==> src/rtl/avalon_st_seq_source.sv <==
// Avalon-ST source that emits a packet of COUNT beats following an arithmetic sequence.
// Supports optional inter-beat idle gaps, repeat mode and a start/done handshake.
module avalon_st_seq_source #(
    parameter int unsigned DATA_W    = 8,
    parameter int unsigned START_VAL = 4,
    parameter int unsigned STEP      = 1,
    parameter int unsigned COUNT     = 3,
    parameter int unsigned GAP       = 0,
    parameter bit          REPEAT    = 1'b0
) (
    input  logic              clk,
    input  logic              resetn,
    input  logic              start,
    input  logic              ready,
    output logic              valid,
    output logic [DATA_W-1:0] data,
    output logic              startofpacket,
    output logic              endofpacket,
    output logic              busy,
    output logic              done
);

    localparam int unsigned IdxW = $clog2(COUNT + 1);
    localparam int unsigned GapW = (GAP > 0) ? $clog2(GAP + 1) : 1;

    localparam logic [DATA_W-1:0] StartV   = DATA_W'(START_VAL);
    localparam logic [DATA_W-1:0] StepV    = DATA_W'(STEP);
    localparam logic [IdxW-1:0]   IdxLast  = IdxW'(COUNT - 1);
    localparam logic [GapW-1:0]   GapLast  = (GAP > 0) ? GapW'(GAP - 1) : '0;
    localparam bit                FirstEop = (COUNT == 1);
    localparam bit                HasGap   = (GAP > 0);

    typedef enum logic [1:0] {StIdle, StSend, StGap, StDone} state_e;

    state_e              state_q, state_d;
    logic [IdxW-1:0]     idx_q, idx_d;
    logic [GapW-1:0]     gap_q, gap_d;
    logic                valid_q, valid_d;
    logic [DATA_W-1:0]   data_q, data_d;
    logic                sop_q, sop_d;
    logic                eop_q, eop_d;
    logic                busy_q, busy_d;
    logic                done_q, done_d;
    logic [IdxW-1:0]     idx_nxt;

    assign idx_nxt = idx_q + 1'b1;

    always_comb begin
        state_d = state_q;
        idx_d   = idx_q;
        gap_d   = gap_q;
        valid_d = valid_q;
        data_d  = data_q;
        sop_d   = sop_q;
        eop_d   = eop_q;
        busy_d  = busy_q;
        done_d  = done_q;

        unique case (state_q)
            StIdle, StDone: begin
                if (start) begin
                    state_d = StSend;
                    idx_d   = '0;
                    gap_d   = '0;
                    valid_d = 1'b1;
                    data_d  = StartV;
                    sop_d   = 1'b1;
                    eop_d   = FirstEop;
                    busy_d  = 1'b1;
                    done_d  = 1'b0;
                end
            end
            StSend: begin
                if (valid_q && ready) begin
                    if (eop_q && !REPEAT) begin
                        state_d = StDone;
                        valid_d = 1'b0;
                        busy_d  = 1'b0;
                        done_d  = 1'b1;
                    end else begin
                        // Precompute the next beat; in GAP it stays parked in data_q.
                        if (eop_q) begin
                            idx_d  = '0;
                            data_d = StartV;
                            sop_d  = 1'b1;
                            eop_d  = FirstEop;
                        end else begin
                            idx_d  = idx_nxt;
                            data_d = data_q + StepV;
                            sop_d  = 1'b0;
                            eop_d  = (idx_nxt == IdxLast);
                        end
                        if (HasGap) begin
                            state_d = StGap;
                            valid_d = 1'b0;
                            gap_d   = '0;
                        end
                    end
                end
            end
            StGap: begin
                if (gap_q == GapLast) begin
                    state_d = StSend;
                    valid_d = 1'b1;
                    gap_d   = '0;
                end else begin
                    gap_d = gap_q + 1'b1;
                end
            end
            default: begin
                state_d = StIdle;
            end
        endcase
    end

    always_ff @(posedge clk or negedge resetn) begin
        if (!resetn) begin
            state_q <= StIdle;
            idx_q   <= '0;
            gap_q   <= '0;
            valid_q <= 1'b0;
            data_q  <= '0;
            sop_q   <= 1'b0;
            eop_q   <= 1'b0;
            busy_q  <= 1'b0;
            done_q  <= 1'b0;
        end else begin
            state_q <= state_d;
            idx_q   <= idx_d;
            gap_q   <= gap_d;
            valid_q <= valid_d;
            data_q  <= data_d;
            sop_q   <= sop_d;
            eop_q   <= eop_d;
            busy_q  <= busy_d;
            done_q  <= done_d;
        end
    end

    assign valid         = valid_q;
    assign data          = data_q;
    assign startofpacket = sop_q;
    assign endofpacket   = eop_q;
    assign busy          = busy_q;
    assign done          = done_q;

endmodule

==> config.mk <==
export PLATFORM = sky130hd
export DESIGN_NAME = avalon_st_seq_source
export DESIGN_NICKNAME = d
export VERILOG_FILES = /design/src/rtl/avalon_st_seq_source.sv
export SDC_FILE = /design/constraint.sdc
export NUM_CORES = 1
export LEC_CHECK = 0
export ABC_AREA = 1
export BUFFER_PORTS_ARGS = -buffer_cell sky130_fd_sc_hd__buf_4
export CORE_MARGIN = 1.5
export CORE_UTILIZATION = 57
export DETAILED_ROUTE_END_ITERATION = 12
export PLACE_DENSITY = 0.82
export SLEW_MARGIN = 30
export SYNTH_ARGS = -nofsm -noshare
export SYNTH_HDL_FRONTEND = slang
export SYNTH_SLANG_ARGS = --single-unit
==> constraint.sdc <==
create_clock -name clk -period 2.4 [get_ports clk]
set_input_delay 0.24 -clock clk [delete_from_list [all_inputs] [get_ports clk]]
set_output_delay 0.24 -clock clk [all_outputs]
set_load 0.05 [all_outputs]
==> metrics.md <==
| Metric | Value |
|---|---|
| Status | `finished, final reports clean` |
| Clock transition at path regs | `0.09 ns` |
| Filler cells | `130` |
| Setup TNS | `0 ns` |
| Synth Cell Area | `918 um^2` |
| Sequential share of power | `31.4%` |
| Slowest cell on crit path | `ha_1` |
| DRT iter0 DRCs | `10` |
| Most used cell along the critical path | `nand2_1` |
| Synth Register Bits | `17` |
| DR vias | `762` |
| Initial antenna violation count | `0` |
| Routed WL | `1760 um` |
| Final Skew | `0.00661 ns` |
| Max VDD drop | `0.861 mV` |
| Synth Area in Compound Gates | `8.99%` |
| Dpl cell area | `0.00104 mm^2` |
| Xor/xnor share of the synthesized area | `0%` |
| Vias in the first global route | `749` |
| First-pass GRT wire length | `3040 um` |
| Layout cells sized above 1 | `20.1%` |
| Routed WL per cell | `11.7 um` |
| Core Area | `0.00151 mm^2` |
| Nets in the synthesized netlist | `123` |
| Worst-Margin Slew | `0.393 ns` |
| Warnings from Yosys | `0` |
| Hold Path Origin | `start` |
| Period utilization | `70.4%` |
| Largest net degree at the start of global routing | `18` |
| Reg-to-reg endpoint | `idx_q[0]$_DFFE_PN0P_` |
| Final Instance Area | `0.00108 mm^2` |
| Setup CP Type | `flop to flop` |
| Total of max-cap violations | `0` |
| CTS tree | `yes` |
| Synthesis-to-layout area growth | `17.4%` |
| # setup viols final | `0` |
| PD cells | `1400 mW/mm^2` |
| Req. time, crit path | `2.56 ns` |
| Slew Viols, Final | `0` |
| Total Nets Final | `143` |
| Hold Worst Slack | `0.238 ns` |
| Syn_area_per_cell | `7.99 um^2` |
| Relative slew slack | `73.8%` |
| Adder-cell share of the synthesized area | `5.45%` |
| Reg2Reg Depth | `9` |
| Residual DRC | `0` |
| Post-synthesis mux area share | `0%` |
| Endpoint type of the worst setup path | `flop` |
| GRT Total Usage | `21.9%` |
| Hpwl dp | `1380 um` |
| Post-synthesis simple-gate area fraction | `31.7%` |
| Leakage | `0.567 nW` |
| Clk pwr share | `9.6%` |
| Total gr overflow | `0` |
| Detailed Routing Iterations Pass 1 | `4` |
| RSZ-0062 raised after global routing | `false` |
| Worst Hold Path EP | `endofpacket$_DFFE_PN0P_` |
| # resized after CTS | `0` |
| Die Area | `0.00186 mm^2` |
| Maximum clock frequency | `0.592 GHz` |
| CP peak stage delay | `0.40 ns` |
| Sink Count | `17` |
| Row count | `14` |
| Int Pwr | `0.710 mW` |
| Worst skew pair latency | `0.28 ns` |
| Die H | `43.1 um` |
| Port Buffer Count | `16` |
| DR vias/cell | `5.08` |
| Final GP Congestion | `0.865` |
| Post-route ant nets | `0` |
| Flop-to-flop setup slack | `0.71 ns` |
| Die width | `43.1 um` |
| Ant diodes | `0` |
| Worst hold path cell count | `4` |
| Register area share after synthesis | `46.3%` |
| Clk root buf | `clkbuf_4` |
| Hold crit path type | `input port to flop` |
| Type of origin of the critical path | `flop` |
| Logic gate share of total power | `59.0%` |
| Final hold violation count | `0` |
| Critical-path maximum fanout | `13` |
| Net switching power | `0.796 mW` |
| Crit path cell chain | `inv_1, ha_1, nand2_1, nand2_1, inv_2, nor2_8, inv_2, nand2_1, o21ai_0` |
| Crit path time final | `1.69 ns` |
| Inserted Clock Buffers | `3` |
| Reg-to-reg critical path startpoint | `state_q[1]$_DFFE_PN0P_` |
| Post-CTS Setup Repair Bufs | `0` |
| Num ports | `17` |
| Netlist cell types | `18` |
| H-Tree Depth | `1` |
| CP arrival | `1.85 ns` |
| Max clock buf depth | `2` |
| Gate Count Post-Synth | `115` |
| Switching Fraction | `52.9%` |
| Combinational family with the most area after synthesis | `simple AND/OR/NAND/NOR gates` |
| Initial Util | `61.0%` |
-- metrics by stage --
stage	std cells	total power, mW	worst slack [ns]	utilization [%]
after detailed placement	145	1.37	0.748	69.2
after global placement	145	1.35	0.818	69.2
after global routing	150	1.62	0.554	71.6
after floorplan	115	1.16	0.903	-
after CTS	150	1.52	0.738	71.6
final	150	1.51	0.710	71.6
-- power by group through the flow --
stage	clock, mW	sequential (mW)	combinational (mW)
3_5_place_dp	0	0.478	0.889
5_1_grt	0.161	0.489	0.969
2_1_floorplan	0	0.719	0.438
4_1_cts	0.149	0.473	0.893
3_3_place_gp	0	0.474	0.871
6_report	0.144	0.473	0.888
-- cells in the final DEF, fill, tap and decap left out --
cell type,count
nand2_1,40
dfrtp_1,17
buf_4,16
inv_1,12
nor2_1,9
nand3_1,9
o21ai_0,6
nand4_1,4
ha_1,4
o21ai_2,3
clkbuf_4,3
inv_2,2
o21bai_1,2
nand2_4,1
or2_2,1
nor2_8,1
o22ai_1,1
a21oi_1,1
clkbuf_1,1
dlygate4sd3_1,1
-- area by class of cell --
cell class	count	area [um^2]	area share [%]
well taps	16	20.0	1.86
clock buffers	4	26.3	2.44
flip-flops and latches	17	425	39.4
multi-input cells	82	424	39.3
repair buffers	17	130	12.1
inverters	14	52.6	4.87
-- metal layers --
layer  global-route usage [%]  wire, um  vias to the layer above
met5                        0         0                        -
met2                     37.0       879                       15
li1                         -         -                      405
met3                     2.55        62                        2
met4                     9.70         9                        0
met1                     27.8       811                      340
-- critical path: cells and delay by family (launching register included) --
kind | cells | cell delay (ns)
compound gates | 1 | 0.08
simple gates | 4 | 0.43
flops | 1 | 0.38
buf+inv | 3 | 0.29
fa+ha+maj | 1 | 0.40
-- timing repair --
item | in CTS | in global routing
endpoints found under the setup margin | 0 | 0
endpoints found under the hold margin | 17 | 0
hold buffers | 1 | 0
-- cell families (layout without fill, tap and decap cells) --
logic type      count (synthesis)  count (layout)
buf+inv                        16              35
simple gates                   65              65
flops                          17              17
fa+ha+maj                       4               4
compound gates                 13              13
-- registers in the layout (all words and copies together) (netlist names) --
register	count
done	1
busy	1
startofpacket	1
data	8
endofpacket	1
state_q	2
idx_q	2
valid	1
-- synthesized netlist by cell type, drive strengths merged --
cell type   n  area [um^2]
dfrtp      17          425
o22ai       1         6.26
or2         1         6.26
nand2      41          161
ha          4         50.1
nand4       4         25.0
buf         2         16.3
o21ai       9         56.3
a21oi       1         5.00
nor2       10         53.8
nand3       9         45.0
o21bai      2         15.0
inv        14         52.6
-- how the worst max path moves through the flow --
stage                           start                    to  slack [ns]  cells after the start
2_1_floorplan     data[0]$_DFFE_PN0P_   data[6]$_DFFE_PN0P_        0.90                      6
3_3_place_gp   state_q[1]$_DFFE_PN0P_   data[0]$_DFFE_PN0P_        0.82                     10
3_5_place_dp   state_q[1]$_DFFE_PN0P_  idx_q[0]$_DFFE_PN0P_        0.75                      9
4_1_cts        state_q[1]$_DFFE_PN0P_  idx_q[0]$_DFFE_PN0P_        0.74                      9
5_1_grt        state_q[0]$_DFFE_PN0P_      busy$_DFFE_PN0P_        0.55                      7
6_report       state_q[1]$_DFFE_PN0P_  idx_q[0]$_DFFE_PN0P_        0.71                      9
(Power assumes the default switching activity.)
